File: src/rtl/uart_pkg.sv
// Shared UART definitions: baud select codes, divisor math, receiver
// FSM encoding and the oversampling tick indices used for bit decisions.
package uart_pkg;

    // Baud_sel encodings; codes 5-7 fall back to 9600.
    typedef enum logic [2:0] {
        BAUD_9600   = 3'd0,
        BAUD_19200  = 3'd1,
        BAUD_38400  = 3'd2,
        BAUD_57600  = 3'd3,
        BAUD_115200 = 3'd4
    } baud_sel_e;

    // Receiver FSM states.
    typedef enum logic [2:0] {
        ST_IDLE  = 3'd0,
        ST_START = 3'd1,
        ST_DATA  = 3'd2,
        ST_STOP  = 3'd3,
        ST_BREAK = 3'd4
    } rx_state_e;

    localparam int unsigned OVERSAMPLE = 16;

    // Tick index within a bit (1..15, then 0 closes the bit).
    localparam logic [3:0] SAMPLE_T0 = 4'd6;
    localparam logic [3:0] SAMPLE_T1 = 4'd7;
    localparam logic [3:0] SAMPLE_T2 = 4'd8;
    localparam logic [3:0] DECIDE_T  = 4'd9;
    localparam logic [3:0] LAST_T    = 4'd15;
    localparam logic [2:0] LAST_BIT  = 3'd7;

    // Divider reload value: round(clk/(baud*16)) - 1, floored at 0.
    function automatic int unsigned baud_div(input int unsigned clk_freq,
                                             input int unsigned baud);
        int unsigned q;
        q = (clk_freq + baud * (OVERSAMPLE / 2)) / (baud * OVERSAMPLE);
        return (q == 0) ? 0 : q - 1;
    endfunction

    // 2-of-3 vote over the three mid-bit samples.
    function automatic logic maj3(input logic [2:0] s);
        return (s[0] & s[1]) | (s[0] & s[2]) | (s[1] & s[2]);
    endfunction

endpackage

File: src/rtl/uart_baud_tick.sv
// 16x oversampling tick generator. The rate is latched on clr so a frame
// keeps one rate; a transmitter can count 16 ticks to get its 1x bit tick.
module uart_baud_tick
    import uart_pkg::*;
#(
    parameter int unsigned CLK_FREQ = 50_000_000
) (
    input  logic       Clk,
    input  logic       Rst,
    input  logic [2:0] baud_sel,
    input  logic       clr,
    output logic       tick
);

    // 9600 has the largest divisor, so it sizes the counter.
    localparam int unsigned DIV_MAX = baud_div(CLK_FREQ, 9600);
    localparam int unsigned CW      = (DIV_MAX < 2) ? 1 : $clog2(DIV_MAX + 1);

    localparam logic [CW-1:0] DIV_9600   = CW'(baud_div(CLK_FREQ, 9600));
    localparam logic [CW-1:0] DIV_19200  = CW'(baud_div(CLK_FREQ, 19200));
    localparam logic [CW-1:0] DIV_38400  = CW'(baud_div(CLK_FREQ, 38400));
    localparam logic [CW-1:0] DIV_57600  = CW'(baud_div(CLK_FREQ, 57600));
    localparam logic [CW-1:0] DIV_115200 = CW'(baud_div(CLK_FREQ, 115200));

    logic [2:0]    sel_q, sel_d;
    logic [CW-1:0] cnt_q, cnt_d;
    logic [CW-1:0] div_val;

    // Reload value for the latched rate.
    always_comb begin
        div_val = DIV_9600;
        case (baud_sel_e'(sel_q))
            BAUD_19200:  div_val = DIV_19200;
            BAUD_38400:  div_val = DIV_38400;
            BAUD_57600:  div_val = DIV_57600;
            BAUD_115200: div_val = DIV_115200;
            default:     div_val = DIV_9600;
        endcase
    end

    assign tick = ~clr & (cnt_q == div_val);

    // Divider count and rate latch; clr restarts the phase at the start edge.
    always_comb begin
        sel_d = sel_q;
        cnt_d = cnt_q + CW'(1);
        if (clr) begin
            sel_d = baud_sel;
            cnt_d = '0;
        end else if (cnt_q == div_val) begin
            cnt_d = '0;
        end
    end

    // Divider state registers.
    always_ff @(posedge Clk or posedge Rst) begin
        if (Rst) begin
            sel_q <= '0;
            cnt_q <= '0;
        end else begin
            sel_q <= sel_d;
            cnt_q <= cnt_d;
        end
    end

endmodule

File: src/rtl/uart_byte_rx.sv
// 8N1 UART byte receiver, LSB first, 16x oversampled with a 3-sample
// majority vote per bit. Reports good bytes and stop-bit framing errors.
module uart_byte_rx
    import uart_pkg::*;
#(
    parameter int unsigned CLK_FREQ = 50_000_000
) (
    input  logic       Clk,
    input  logic       Rst,
    input  logic [2:0] Baud_sel,
    input  logic       Uart_rx,
    output logic [7:0] Data_byte,
    output logic       Rx_done,
    output logic       Frame_err,
    output logic       Uart_state
);

    // sync_q[0..1] synchroniser, sync_q[2] holds the previous value for edges.
    logic [2:0] sync_q, sync_d;
    logic       rx_s, fall;

    rx_state_e  state_q, state_d;
    logic [3:0] tick_cnt_q, tick_cnt_d;
    logic [2:0] bit_cnt_q, bit_cnt_d;
    logic [2:0] samp_q, samp_d;
    logic [7:0] shift_q, shift_d;
    logic [7:0] data_byte_q, data_byte_d;
    logic       rx_done_q, rx_done_d;
    logic       frame_err_q, frame_err_d;
    logic       uart_state_q, uart_state_d;

    logic       tick, baud_clr, in_bit;
    logic [3:0] tick_idx;
    logic       maj;

    // Shift the raw line into the synchroniser / edge-detect chain.
    always_comb begin
        sync_d = {sync_q[1:0], Uart_rx};
    end

    assign rx_s     = sync_q[1];
    assign fall     = sync_q[2] & ~sync_q[1];
    assign baud_clr = (state_q == ST_IDLE) & fall;

    uart_baud_tick #(
        .CLK_FREQ (CLK_FREQ)
    ) u_baud (
        .Clk      (Clk),
        .Rst      (Rst),
        .baud_sel (Baud_sel),
        .clr      (baud_clr),
        .tick     (tick)
    );

    // tick_idx is the position of the current tick inside the bit; it wraps
    // to 0 on the 16th tick, which is the bit boundary.
    assign tick_idx = tick_cnt_q + 4'd1;
    assign in_bit   = (state_q == ST_START) | (state_q == ST_DATA) |
                      (state_q == ST_STOP);
    assign maj      = maj3(samp_q);

    // Next-state, sampling and output-pulse logic.
    always_comb begin
        state_d     = state_q;
        tick_cnt_d  = tick_cnt_q;
        bit_cnt_d   = bit_cnt_q;
        samp_d      = samp_q;
        shift_d     = shift_q;
        data_byte_d = data_byte_q;
        rx_done_d   = 1'b0;
        frame_err_d = 1'b0;

        if (tick && in_bit) begin
            tick_cnt_d = tick_idx;
            case (tick_idx)
                SAMPLE_T0: samp_d[0] = rx_s;
                SAMPLE_T1: samp_d[1] = rx_s;
                SAMPLE_T2: samp_d[2] = rx_s;
                default:   ;
            endcase
        end

        case (state_q)
            ST_IDLE: begin
                if (fall) begin
                    state_d    = ST_START;
                    tick_cnt_d = '0;
                    bit_cnt_d  = '0;
                    samp_d     = '0;
                end
            end
            ST_START: begin
                if (tick) begin
                    // A start bit that reads high mid-bit was only a glitch.
                    if (tick_idx == DECIDE_T && maj) begin
                        state_d = ST_IDLE;
                    end else if (tick_cnt_q == LAST_T) begin
                        state_d = ST_DATA;
                    end
                end
            end
            ST_DATA: begin
                if (tick) begin
                    if (tick_idx == DECIDE_T) begin
                        shift_d = {maj, shift_q[7:1]};
                    end
                    if (tick_cnt_q == LAST_T) begin
                        if (bit_cnt_q == LAST_BIT) begin
                            state_d   = ST_STOP;
                            bit_cnt_d = '0;
                        end else begin
                            bit_cnt_d = bit_cnt_q + 3'd1;
                        end
                    end
                end
            end
            ST_STOP: begin
                // Leave mid-stop-bit so a following start edge is not missed.
                if (tick && tick_idx == DECIDE_T) begin
                    if (maj) begin
                        data_byte_d = shift_q;
                        rx_done_d   = 1'b1;
                        state_d     = ST_IDLE;
                    end else begin
                        frame_err_d = 1'b1;
                        state_d     = ST_BREAK;
                    end
                end
            end
            ST_BREAK: begin
                // Hold off until the line is released so a break is one error.
                if (rx_s) begin
                    state_d = ST_IDLE;
                end
            end
            default: state_d = ST_IDLE;
        endcase

        uart_state_d = (state_d != ST_IDLE);
    end

    // State and output registers; reset aborts any frame in progress.
    always_ff @(posedge Clk or posedge Rst) begin
        if (Rst) begin
            sync_q       <= 3'b111;
            state_q      <= ST_IDLE;
            tick_cnt_q   <= '0;
            bit_cnt_q    <= '0;
            samp_q       <= '0;
            shift_q      <= '0;
            data_byte_q  <= '0;
            rx_done_q    <= 1'b0;
            frame_err_q  <= 1'b0;
            uart_state_q <= 1'b0;
        end else begin
            sync_q       <= sync_d;
            state_q      <= state_d;
            tick_cnt_q   <= tick_cnt_d;
            bit_cnt_q    <= bit_cnt_d;
            samp_q       <= samp_d;
            shift_q      <= shift_d;
            data_byte_q  <= data_byte_d;
            rx_done_q    <= rx_done_d;
            frame_err_q  <= frame_err_d;
            uart_state_q <= uart_state_d;
        end
    end

    assign Data_byte  = data_byte_q;
    assign Rx_done    = rx_done_q;
    assign Frame_err  = frame_err_q;
    assign Uart_state = uart_state_q;

endmodule
File: config.mk
export PLATFORM = sky130hd
export DESIGN_NAME = uart_byte_rx
export DESIGN_NICKNAME = d
export VERILOG_FILES = /design/src/rtl/uart_pkg.sv /design/src/rtl/uart_baud_tick.sv /design/src/rtl/uart_byte_rx.sv
export SDC_FILE = /design/constraint.sdc
export NUM_CORES = 1
export LEC_CHECK = 0
export ABC_AREA = 1
export CAP_MARGIN = 15
export CORE_UTILIZATION = 50
export DETAILED_ROUTE_END_ITERATION = 10
export GPL_TIMING_DRIVEN = 0
export HOLD_SLACK_MARGIN = 0.12
export PLACE_DENSITY = 0.69
export SLEW_MARGIN = 20
export SYNTH_ARGS = -nofsm -noshare
export SYNTH_HDL_FRONTEND = slang
export SYNTH_SLANG_ARGS = --single-unit
File: constraint.sdc
create_clock -name Clk -period 4.35 [get_ports Clk]
set_clock_uncertainty 0.05 [all_clocks]
set_input_delay 0.6525 -clock Clk [delete_from_list [all_inputs] [get_ports Clk]]
set_output_delay 0.6525 -clock Clk [all_outputs]
set_load 0.05 [all_outputs]
==> metrics.cfg <==
[die]
row_count=25
coreArea_um2=4790
die_w_um=73.2
start_util_pct=52.9
ioPinCount=17
die_h_um=73.2
die-area_um2=5360

[logic_synthesis]
ys_seq_area_share_pct=46.6
yosys_warnings=0
synth.top_cell.area_share_pct=43.5
ys_top_cells_by_area=dfrtp_1, nand2_1, inv_1, nor2_1, nand3_1
yosys.cell_count.top_type=nand2_1
mappedNetlistArea_um2=2530
yosys-top-cells-count=nand2_1, inv_1, dfrtp_1
syn_inst=317
ys.flop_type=dfrtp_1
yosys_register_bits=47
avgSynthCellArea_um2=7.99
synth.largest_area_cell=dfrtp_1
ys_types=30
async_flop_share_pct=100
synth_edf_count=0
syn_nets=331

[cts]
cts_made_buffers=5
htreeDepth=2
path_clk_slew_ns=0.08
clock_latency_ns=0.29
cts_sinks=47
cts-root-buf=clkbuf_8
post-cts-setup-buffer-count=0
clockBufferDepth=2
tritoncts=yes
cts_hold_buf=0
ctsResizeCount=0

[setup_path]
critPathKind=flop to output pin
slowest_stage=clkdlybuf4s50_1
critPathMaxStageDelay_ns=0.81
start_kind=flop
crit_required_ns=3.65
critPathMaxFanout=2
cp_cell_sequence=clkdlybuf4s50_1
setup.worst_path.end_class=output pin
path_buf_inv=1
worstPathArrival_ns=1.48
path_delay_family=buffers and inverters

[final_layout]
area_growth_pct=15.7
postLayoutCoreUtil_pct=61.2
diodes=0
drive_gt1_share_pct=12.6
nets=355

[flow_run]
maxCapViolCount=0

[grt]
antenna_found_initial=0
grt_overflow_total=0
grtUsageTotal_pct=19.0
grt_max_degree=29
grt_pass1_wl_mm=7.82
grt_pass1_vias=1765

[routing]
viasPerCell=4.84
drcViolationCount=0
drt-wirelength-per-cell_um=11.0
ant_nets=0
dr_wl_met3_um=184
vias=1979
drt-total-wl_mm=4.52
initialDrtViolationCount=108
firstDrtPassIters=4
routed.top_layer=met4
wl_met1_mm=2.22
met2_length_mm=2.06

[timing]
slew_headroom_pct=66.2
finalCritPeriodShare_pct=50.1
setup_viol=0
tightest_slew_ns=0.506
drv_slew=0
timing.final.crit_period_ns=2.18
finalHoldViolCount=0
finalSetupTns_ns=0
fmax_mhz=459
whs_ns=0.309
rsz0062_at_grt=no

[power]
power.static_leakage_nw=1.48
p_per_area_nw_per_um2=496
peakVddDrop_mv=0.285
p_total_mw=1.45

[outcome]
run_status=completed

[placed_design]
port_buffers=16
dp_hpwl_mm=3.37
finalWeightedCongestion=0.891

[min_path]
hp-class=flop to flop

==> through the flow <==
stage          worst slack [ns]  instances  cell area [um^2]
6_report                   2.17        409              2930
5_1_grt                    1.95        409              2930
2_1_floorplan              2.51        317              2530
3_3_place_gp               1.60        400              2780
4_1_cts                    2.15        409              2930
3_5_place_dp               2.18        401              2800
==> logic make-up (layout without fill, tap and decap cells) <==
kind of cell | Yosys count | after routing | synth area share (%)
simple gates | 173 | 173 | 31.8
buf+inv | 55 | 80 | 9.09
flops | 47 | 47 | 46.6
compound gates | 29 | 29 | 6.91
fa+ha+maj | 8 | 8 | 3.95
xor+xnor | 5 | 5 | 1.73
==> flip-flops by register name, summed over array words and instances, names as in the netlist <==
name / flops
u_baud.cnt_q: 9
Uart_state: 1
Data_byte: 8
state_q: 3
Rx_done: 1
u_baud.sel_q: 3
sync_q: 3
bit_cnt_q: 3
tick_cnt_q: 4
Frame_err: 1
samp_q: 3
shift_q: 8
==> area by class of cell <==
type	count	area, um^2
plain buffers	5	42.5
clock buffers	6	72.6
clock inverters	2	60.1
fillers	441	1860
inverters	50	188
multi-input cells	215	1120
flip-flops and latches	47	1180
well taps	67	83.8
repair buffers	17	180
==> power by group <==
part           leakage (nW)  internal [mW]  switching, mW  total, mW
registers             0.627          0.499         0.0673      0.566
logic                 0.785          0.188          0.333      0.521
clock network        0.0654          0.230          0.138      0.368
==> layer usage <==
| layer | track usage, % | vias up |
|---|---|---|
| li1 | - | 1045 |
| met5 | 0 | - |
| met4 | 5.88 | 0 |
| met2 | 29.5 | 31 |
| met1 | 26.7 | 897 |
| met3 | 3.87 | 6 |
==> path summary, 6_finish.rpt <==
path	start	endpoint	slack, ns	cells after the start
setup / recovery	Data_byte[4]	Data_byte[4]	2.17	1
hold / removal	sync_q[0]	sync_q[1]	0.31	0
setup reg to reg	tick_cnt_q[0]	Data_byte[7]	2.17	11
hold reg to reg	sync_q[0]	sync_q[1]	0.31	0
max in group asynchronous	Rst	sync_q[0]	3.05	3
min in group asynchronous	Rst	u_baud.cnt_q[6]	0.63	2
==> cell usage in the layout (no fill, tap or decap), types with 4 or more instances in the layout <==
master	Yosys	routed
nand2_1	77	77
inv_1	46	45
dfrtp_1	44	44
nor2_1	39	39
nand3_1	25	25
clkdlybuf4s50_1	0	16
o21ai_1	11	11
o21ai_2	8	8
ha_1	8	8
nor3_1	7	7
nand4_1	6	6
inv_2	4	5
a21oi_1	5	5
o21ai_0	5	5
clkbuf_8	0	5
xor2_1	4	4
nand2_2	4	4
Power figures use the tool's default switching activity.
